File: config.mk
export PLATFORM = sky130hd
export DESIGN_NAME = mfp_multi_digit_display_pwm
export DESIGN_NICKNAME = d
export VERILOG_FILES = /design/src/rtl/mfp_multi_digit_display_pwm_pkg.sv /design/src/rtl/mfp_hex_to_seven_segments.sv /design/src/rtl/mfp_multi_digit_display_pwm.sv
export SDC_FILE = /design/constraint.sdc
export NUM_CORES = 1
export LEC_CHECK = 0
export ABC_CLOCK_PERIOD_IN_PS = 6100
export BUFFER_PORTS_ARGS = -buffer_cell sky130_fd_sc_hd__buf_4
export CORE_MARGIN = 2
export CORE_UTILIZATION = 50
export DETAILED_ROUTE_END_ITERATION = 10
export PLACE_DENSITY_LB_ADDON = 0.05
export SYNTH_ARGS = -nofsm -noshare
export SYNTH_HDL_FRONTEND = slang
export SYNTH_SLANG_ARGS = --single-unit
File: constraint.sdc
create_clock -name clock -period 6.1 [get_ports clock]
set_clock_uncertainty 0.05 [all_clocks]
set_input_delay 0.915 -clock clock [delete_from_list [all_inputs] [get_ports clock]]
set_output_delay 0.915 -clock clock [all_outputs]
set_load 0.01 [all_outputs]
File: src/rtl/mfp_multi_digit_display_pwm_pkg.sv
// -----------------------------------------------------------------------------
// mfp_multi_digit_display_pwm_pkg
//
// Shared definitions for the multi-digit seven-segment scanner:
//   - active-high hex-to-segment encodings, bit order {g,f,e,d,c,b,a}
//   - clog2_int: constant-foldable ceiling log2 used to size the counters
// -----------------------------------------------------------------------------
package mfp_multi_digit_display_pwm_pkg;

    localparam logic [6:0] SEG_HEX_0 = 7'b0111111;
    localparam logic [6:0] SEG_HEX_1 = 7'b0000110;
    localparam logic [6:0] SEG_HEX_2 = 7'b1011011;
    localparam logic [6:0] SEG_HEX_3 = 7'b1001111;
    localparam logic [6:0] SEG_HEX_4 = 7'b1100110;
    localparam logic [6:0] SEG_HEX_5 = 7'b1101101;
    localparam logic [6:0] SEG_HEX_6 = 7'b1111101;
    localparam logic [6:0] SEG_HEX_7 = 7'b0000111;
    localparam logic [6:0] SEG_HEX_8 = 7'b1111111;
    localparam logic [6:0] SEG_HEX_9 = 7'b1101111;
    localparam logic [6:0] SEG_HEX_A = 7'b1110111;
    localparam logic [6:0] SEG_HEX_B = 7'b1111100;
    localparam logic [6:0] SEG_HEX_C = 7'b0111001;
    localparam logic [6:0] SEG_HEX_D = 7'b1011110;
    localparam logic [6:0] SEG_HEX_E = 7'b1111001;
    localparam logic [6:0] SEG_HEX_F = 7'b1110001;

    // Smallest r with 2**r >= value (0 for value <= 1).
    function automatic int clog2_int(input int unsigned value);
        int r;
        r = 0;
        for (int i = 0; i < 32; i++) begin
            if ((32'd1 << i) < value) begin
                r = i + 1;
            end
        end
        return r;
    endfunction

endpackage

File: src/rtl/mfp_hex_to_seven_segments.sv
// -----------------------------------------------------------------------------
// mfp_hex_to_seven_segments
//
// Purely combinational hex nibble to seven-segment decoder, active-high.
//   hex : 4-bit value 0..F
//   seg : segments, bit 0 = a ... bit 6 = g, 1 = segment lit
// -----------------------------------------------------------------------------
module mfp_hex_to_seven_segments
    import mfp_multi_digit_display_pwm_pkg::*;
(
    input  logic [3:0] hex,
    output logic [6:0] seg
);

    always_comb begin
        seg = SEG_HEX_0;
        case (hex)
            4'h0: seg = SEG_HEX_0;
            4'h1: seg = SEG_HEX_1;
            4'h2: seg = SEG_HEX_2;
            4'h3: seg = SEG_HEX_3;
            4'h4: seg = SEG_HEX_4;
            4'h5: seg = SEG_HEX_5;
            4'h6: seg = SEG_HEX_6;
            4'h7: seg = SEG_HEX_7;
            4'h8: seg = SEG_HEX_8;
            4'h9: seg = SEG_HEX_9;
            4'hA: seg = SEG_HEX_A;
            4'hB: seg = SEG_HEX_B;
            4'hC: seg = SEG_HEX_C;
            4'hD: seg = SEG_HEX_D;
            4'hE: seg = SEG_HEX_E;
            4'hF: seg = SEG_HEX_F;
            default: seg = SEG_HEX_0;
        endcase
    end

endmodule

File: src/rtl/mfp_multi_digit_display_pwm.sv
// -----------------------------------------------------------------------------
// mfp_multi_digit_display_pwm
//
// Time-multiplexed N_DIGITS hex display driver with PWM brightness, per-digit
// dots, digit-enable mask, optional leading-zero blanking and a one-cycle dark
// gap at the start of every digit slot to avoid ghosting.
//
// Inputs are captured once per frame (last cycle of the last slot), so a digit
// never changes halfway through a scan.
//
// Ports:
//   clock, resetn      : clock, asynchronous active-low reset
//   number             : 4*N_DIGITS hex nibbles, nibble i drives digit i
//   dots               : per-digit decimal point request
//   digit_en           : per-digit enable, 0 keeps the digit dark
//   blank_lz           : enable leading-zero blanking
//   brightness         : PWM level, 0 dimmest, all-ones full on
//   seven_segments     : segments a..g (bit 0 = a), polarity per SEG_ACTIVE_LOW
//   dot                : decimal point, polarity per SEG_ACTIVE_LOW
//   anodes             : one-hot digit select, polarity per ANODE_ACTIVE_LOW
//   frame_start        : one-cycle pulse on the first output cycle of a frame
//                        that uses a freshly captured snapshot
//
// All outputs are registered and reflect the counter state of the previous
// cycle.
// -----------------------------------------------------------------------------
module mfp_multi_digit_display_pwm
    import mfp_multi_digit_display_pwm_pkg::*;
#(
    parameter int N_DIGITS         = 8,
    parameter int REFRESH_DIV      = 64,
    parameter int BRIGHT_W         = 3,
    parameter int ANODE_ACTIVE_LOW = 1,
    parameter int SEG_ACTIVE_LOW   = 1
) (
    input  logic                    clock,
    input  logic                    resetn,
    input  logic [4*N_DIGITS-1:0]   number,
    input  logic [N_DIGITS-1:0]     dots,
    input  logic [N_DIGITS-1:0]     digit_en,
    input  logic                    blank_lz,
    input  logic [BRIGHT_W-1:0]     brightness,
    output logic [6:0]              seven_segments,
    output logic                    dot,
    output logic [N_DIGITS-1:0]     anodes,
    output logic                    frame_start
);

    localparam int PHASE_W = clog2_int(REFRESH_DIV);
    localparam int DIGIT_W = (N_DIGITS > 1) ? clog2_int(N_DIGITS) : 1;

    localparam logic [PHASE_W-1:0] PHASE_LAST = PHASE_W'(REFRESH_DIV - 1);
    localparam logic [DIGIT_W-1:0] DIGIT_LAST = DIGIT_W'(N_DIGITS - 1);

    // Inactive levels of the pins.
    localparam logic AN_OFF  = (ANODE_ACTIVE_LOW != 0);
    localparam logic SEG_OFF = (SEG_ACTIVE_LOW != 0);

    // -------------------------------------------------------------------------
    // Scan counters
    // -------------------------------------------------------------------------
    logic [PHASE_W-1:0] phase;
    logic [DIGIT_W-1:0] digit;
    logic               frame_end;

    assign frame_end = (phase == PHASE_LAST) && (digit == DIGIT_LAST);

    always_ff @(posedge clock or negedge resetn) begin
        if (!resetn) begin
            phase <= '0;
            digit <= '0;
        end else begin
            // REFRESH_DIV is a power of two, so phase wraps on its own.
            phase <= phase + PHASE_W'(1);
            if (phase == PHASE_LAST) begin
                digit <= (digit == DIGIT_LAST) ? '0 : digit + DIGIT_W'(1);
            end
        end
    end

    // -------------------------------------------------------------------------
    // Frame snapshot
    // -------------------------------------------------------------------------
    logic [4*N_DIGITS-1:0] snap_number;
    logic [N_DIGITS-1:0]   snap_dots;
    logic [N_DIGITS-1:0]   snap_digit_en;
    logic                  snap_blank_lz;
    logic [BRIGHT_W-1:0]   snap_brightness;
    // High for the one cycle in which the counters sit at (0,0) with a newly
    // captured snapshot; registered once more it becomes frame_start.
    logic                  snap_fresh;

    always_ff @(posedge clock or negedge resetn) begin
        if (!resetn) begin
            snap_number     <= '0;
            snap_dots       <= '0;
            snap_digit_en   <= '0;
            snap_blank_lz   <= 1'b0;
            snap_brightness <= '0;
            snap_fresh      <= 1'b0;
        end else begin
            snap_fresh <= frame_end;
            if (frame_end) begin
                snap_number     <= number;
                snap_dots       <= dots;
                snap_digit_en   <= digit_en;
                snap_blank_lz   <= blank_lz;
                snap_brightness <= brightness;
            end
        end
    end

    // -------------------------------------------------------------------------
    // Leading-zero detection: lz_blank[i] is set when every nibble from the
    // top down to i is zero. Digit 0 always shows, so a zero value reads "0".
    // -------------------------------------------------------------------------
    logic [N_DIGITS-1:0] lz_blank;
    logic                upper_zero;

    always_comb begin
        lz_blank   = '0;
        upper_zero = 1'b1;
        for (int i = N_DIGITS - 1; i >= 0; i--) begin
            upper_zero  = upper_zero && (snap_number[4*i +: 4] == 4'h0);
            lz_blank[i] = snap_blank_lz && (i != 0) && upper_zero;
        end
    end

    // -------------------------------------------------------------------------
    // Current-digit selection (loop compare keeps index widths exact for any
    // N_DIGITS).
    // -------------------------------------------------------------------------
    logic [3:0]          cur_nibble;
    logic                cur_en;
    logic                cur_dot;
    logic                cur_blank;
    logic [N_DIGITS-1:0] anode_onehot;

    always_comb begin
        cur_nibble   = 4'h0;
        cur_en       = 1'b0;
        cur_dot      = 1'b0;
        cur_blank    = 1'b0;
        anode_onehot = '0;
        for (int i = 0; i < N_DIGITS; i++) begin
            if (digit == DIGIT_W'(i)) begin
                cur_nibble      = snap_number[4*i +: 4];
                cur_en          = snap_digit_en[i];
                cur_dot         = snap_dots[i];
                cur_blank       = lz_blank[i];
                anode_onehot[i] = 1'b1;
            end
        end
    end

    // -------------------------------------------------------------------------
    // PWM: the top BRIGHT_W phase bits split the slot into 2**BRIGHT_W equal
    // windows; windows up to the brightness level are lit, minus phase 0 which
    // is always dark.
    // -------------------------------------------------------------------------
    logic [BRIGHT_W-1:0] pwm_slot;
    logic                lit;

    assign pwm_slot = phase[PHASE_W-1 -: BRIGHT_W];
    assign lit      = (phase != '0) && (pwm_slot <= snap_brightness) && cur_en;

    logic [6:0] seg_active_high;

    mfp_hex_to_seven_segments u_hex_to_seven_segments (
        .hex (cur_nibble),
        .seg (seg_active_high)
    );

    // -------------------------------------------------------------------------
    // Output registers
    // -------------------------------------------------------------------------
    always_ff @(posedge clock or negedge resetn) begin
        if (!resetn) begin
            anodes         <= {N_DIGITS{AN_OFF}};
            seven_segments <= {7{SEG_OFF}};
            dot            <= SEG_OFF;
            frame_start    <= 1'b0;
        end else begin
            frame_start <= snap_fresh;
            if (lit) begin
                anodes         <= anode_onehot ^ {N_DIGITS{AN_OFF}};
                // Blanked digits keep their anode so the dot can still show.
                seven_segments <= cur_blank ? {7{SEG_OFF}}
                                            : (seg_active_high ^ {7{SEG_OFF}});
                dot            <= cur_dot ? ~SEG_OFF : SEG_OFF;
            end else begin
                anodes         <= {N_DIGITS{AN_OFF}};
                seven_segments <= {7{SEG_OFF}};
                dot            <= SEG_OFF;
            end
        end
    end

endmodule
==> results.md <==
- The post-cts sizing count is 0.
- The die covers 8671 um^2.
- In the final layout, the share of cells above drive strength 1 is 35.29%.
- The dominant cell type by area after synthesis is sky130_fd_sc_hd__dfrtp_1.
- The tree is rooted in a sky130_fd_sc_hd__clkbuf_8.
- Among all cell types in the netlist, the one instantiated most often is sky130_fd_sc_hd__dfrtp_1.
- The largest net degree at the start of global routing is 80.
- After detailed routing, the number of remaining DRC violations is 0.
- The congestion estimate from routability-driven global placement came to 0.8423.
- The latest clock arrival within the worst-skew pair is 0.34 ns.
- The design draws 1.018 mW.
- The Yosys step of the flow raised 0 warnings.
- The all-layer global routing usage is 20.25%.
- The number of hold-slack violations in the final timing report is 0.
- The path class of the tightest hold or removal check is reg -> reg.
- The worst vdd rail ir drop is 0.1344 mV.
- The number of optimization iterations in the first detailed-route pass is 4.
- The setup total negative slack is 0 ns.
- For this block, the via count after detailed routing is 2846.
- Dividing the detail-routed via count by the number of cells gives 5.400.
- The worst setup path is launched from a flip-flop.
- The share of synthesized area occupied by flip-flops and latches is 50.28%.
- The hold buffer count at cts is 0.
- The initial antenna violation count is 0.
- The number of enable flip-flop cells after synthesis is 0.
- The worst pin sits at a relative slew slack of 33.18%.
- Compared with the post-synthesis result, the final layout area differs by 17.77%.
- The type of destination of the critical path is a flip-flop.
- The tree built by TritonCTS fans out to 79 sinks.
- For this run, the leading register cell type out of synthesis is sky130_fd_sc_hd__dfrtp_1.
- By startpoint and endpoint, the worst setup path is classified as reg -> reg.
- The share of the cycle needed by the critical path after routing is 59.21%.
- The DRC violation total after the first TritonRoute iteration is 135.
- The number of global-route vias before repair is 2784.
- The number of post-CTS setup repair buffers is 0.
- Once detailed placement completed, the half-perimeter wirelength came to 5.656 mm.
- By area the synthesized netlist is led by sky130_fd_sc_hd__dfrtp_1, sky130_fd_sc_hd__mux2_2, sky130_fd_sc_hd__dfstp_2.
- The maximum fanout count along the critical path is 19.
- The number of rows created at floorplan is 32.
- TritonCTS created 9 clock buffers.
- TritonCTS built the clock tree.
- The repair_antennas step left the layout with diodes totalling 0.
- For this design the top-level I/O count stands at 71.
- The starting utilization of the core area is 51.39%.
- The max-cap violation count is 0.
- Data arrives at the worst endpoint at 3.82 ns.
- The top-area cell type share of the netlist area is 39.70%.
- After layout, the minimum clock period comes to 3.612 ns.
- The number of nets in the final layout is 491.
- After detailed routing, the total wire length is 8.149 mm.
- The flow ran to the end, and the final reports show no timing, DRC or antenna violations.
- For this design the static power due to leakage is 2.058 nW.
- The number of max-slew violations in the final report came to 0.
- The top achievable clock speed is 0.2769 GHz.
- The remaining global-route overflow is 0.
- After floorplanning, the core was sized to cover 7727 um^2.
- The number of antenna-violating nets in the routed design is 0.
- The share of synthesized registers carrying an async set or reset is 100.0%.
- The number of setup violations in the final report is 0.
- Port buffering added 70 buffers.
- The count of distinct cell types in the synthesized netlist is 52.
- Counting along the longest clock path gives a buffer depth of 2.
- The horizontal extent of the die is 93.12 um.
- The slew at the pin with the worst max-slew slack is 1.002 ns.
- Synthesis produced a netlist whose cell count is 361.
- The first-pass GRT wire length is 13.67 mm.
- After synthesis the netlist holds a flip-flop and latch count of 79.
- The die boundary height is 93.12 um.
- The required time reported for the critical path endpoint is 6.31 ns.
- Ranked by instance count, the synthesized netlist is headed by sky130_fd_sc_hd__dfrtp_1, sky130_fd_sc_hd__mux2_2, sky130_fd_sc_hd__nand2_1, sky130_fd_sc_hd__o21ai_0, sky130_fd_sc_hd__a21oi_1.
- The power per standard cell area is 217.7 nW/um^2.
- In this run the cell area of the synthesized design comes to 3971 um^2.
- The H-tree depth is 3.
- Counting every net in the synthesized netlist gives 432.
- The per-instance average area after synthesis is 11.00 um^2.
- The clock-pin slew on the worst setup and hold paths is 0.08 ns.
- Setup repair after global routing left no endpoint under its margin.
- The final routed wire length divided by cell count is 15.46 um.
-- critical path: stages (launching register included) --
cell,delay [ns]
sky130_fd_sc_hd__dfrtp_1,0.73
sky130_fd_sc_hd__clkinv_1,0.45
sky130_fd_sc_hd__ha_1,0.55
sky130_fd_sc_hd__a2111oi_2,0.39
sky130_fd_sc_hd__a311oi_1,0.14
sky130_fd_sc_hd__o31ai_4,0.35
sky130_fd_sc_hd__inv_1,0.16
sky130_fd_sc_hd__ha_1,0.34
sky130_fd_sc_hd__mux2i_1,0.14
sky130_fd_sc_hd__nor2_1,0.05
sky130_fd_sc_hd__o21ai_0,0.18
-- cell usage in the layout, fill, tap and decap left out, types with 3 or more instances in the layout --
| master | count |
|---|---|
| sky130_fd_sc_hd__nand2_1 | 41 |
| sky130_fd_sc_hd__nand3b_1 | 6 |
| sky130_fd_sc_hd__nor2b_1 | 6 |
| sky130_fd_sc_hd__clkbuf_8 | 9 |
| sky130_fd_sc_hd__buf_4 | 70 |
| sky130_fd_sc_hd__mux2i_1 | 5 |
| sky130_fd_sc_hd__nor2_1 | 10 |
| sky130_fd_sc_hd__o221ai_1 | 3 |
| sky130_fd_sc_hd__a211oi_1 | 4 |
| sky130_fd_sc_hd__a311oi_1 | 3 |
| sky130_fd_sc_hd__clkbuf_1 | 3 |
| sky130_fd_sc_hd__nand3_1 | 9 |
| sky130_fd_sc_hd__inv_1 | 20 |
| sky130_fd_sc_hd__dfstp_2 | 16 |
| sky130_fd_sc_hd__a21oi_1 | 21 |
| sky130_fd_sc_hd__and3_1 | 3 |
| sky130_fd_sc_hd__o211ai_1 | 3 |
| sky130_fd_sc_hd__xnor2_1 | 3 |
| sky130_fd_sc_hd__nor4_1 | 7 |
| sky130_fd_sc_hd__o21ai_0 | 23 |
| sky130_fd_sc_hd__mux2_2 | 42 |
| sky130_fd_sc_hd__dfrtp_1 | 63 |
| sky130_fd_sc_hd__ha_1 | 17 |
-- per-stage QoR --
stage          std cells  hold slack, ns  cell area (um^2)  setup slack [ns]  utilization, %
2_1_floorplan        361          0.2812              3971             3.451               -
3_3_place_gp         511          0.2945              4494             2.674           58.16
3_5_place_dp         511          0.2864              4494             2.525           58.16
4_1_cts              527          0.3057              4677             2.489           60.52
5_1_grt              527          0.3101              4677             2.212           60.52
6_report             527          0.3045              4677             2.488           60.52
-- state kept, by name (all words and copies together) (netlist names) --
| register | flops |
|---|---|
| snap_number | 32 |
| snap_digit_en | 8 |
| anodes | 8 |
| snap_fresh | 1 |
| digit | 3 |
| seven_segments | 7 |
| frame_start | 1 |
| snap_blank_lz | 1 |
| snap_dots | 8 |
| dot | 1 |
| phase | 6 |
| snap_brightness | 3 |
-- cells by family (layout without fill, tap and decap cells) --
| kind of cell | count (synthesis) | count (layout) | share of synthesized area, % |
|---|---|---|---|
| simple gates | 94 | 94 | 11.75 |
| compound gates | 77 | 77 | 13.23 |
| fa+ha+maj | 17 | 17 | 5.356 |
| mux | 47 | 47 | 13.17 |
| flops | 79 | 79 | 50.28 |
| xor+xnor | 4 | 4 | 0.8823 |
| buf+inv | 43 | 107 | 5.324 |
-- cell type report --
cell class | count | area (um^2)
tap | 102 | 127.6
multi-input combinational | 239 | 1765
inverter | 21 | 78.83
sequential | 79 | 1997
timing repair buffer | 70 | 525.5
clock buffer | 12 | 135.1
fill | 676 | 3050
clock inverter | 4 | 47.55
-- power by group --
| group | internal, mW | total [mW] | leakage [nW] | switching (mW) |
|---|---|---|---|---|
| logic | 0.0495 | 0.0882 | 1.08 | 0.0387 |
| registers | 0.545 | 0.557 | 0.885 | 0.0122 |
| clock network | 0.188 | 0.373 | 0.0904 | 0.184 |
| total | 0.783 | 1.02 | 2.06 | 0.235 |
-- metal layers --
layer	wire length, um	global-route usage, %
met1	3841	28.62
met2	3847	31.70
met3	333	3.223
met4	127	7.353
met5	0	0
-- final timing paths --
| kind | from | endpoint | slack [ns] | cells past startpoint |
|---|---|---|---|---|
| max reg2reg | digit[2] | seven_segments[3] | 2.49 | 10 |
| max | digit[2] | seven_segments[3] | 2.49 | 10 |
| min in group asynchronous | resetn | snap_number[18] | 0.67 | 1 |
| max in group asynchronous | resetn | snap_digit_en[0] | 4.71 | 1 |
| min | snap_fresh | frame_start | 0.30 | 0 |
| min reg2reg | snap_fresh | frame_start | 0.30 | 0 |
(Power assumes the default switching activity.)
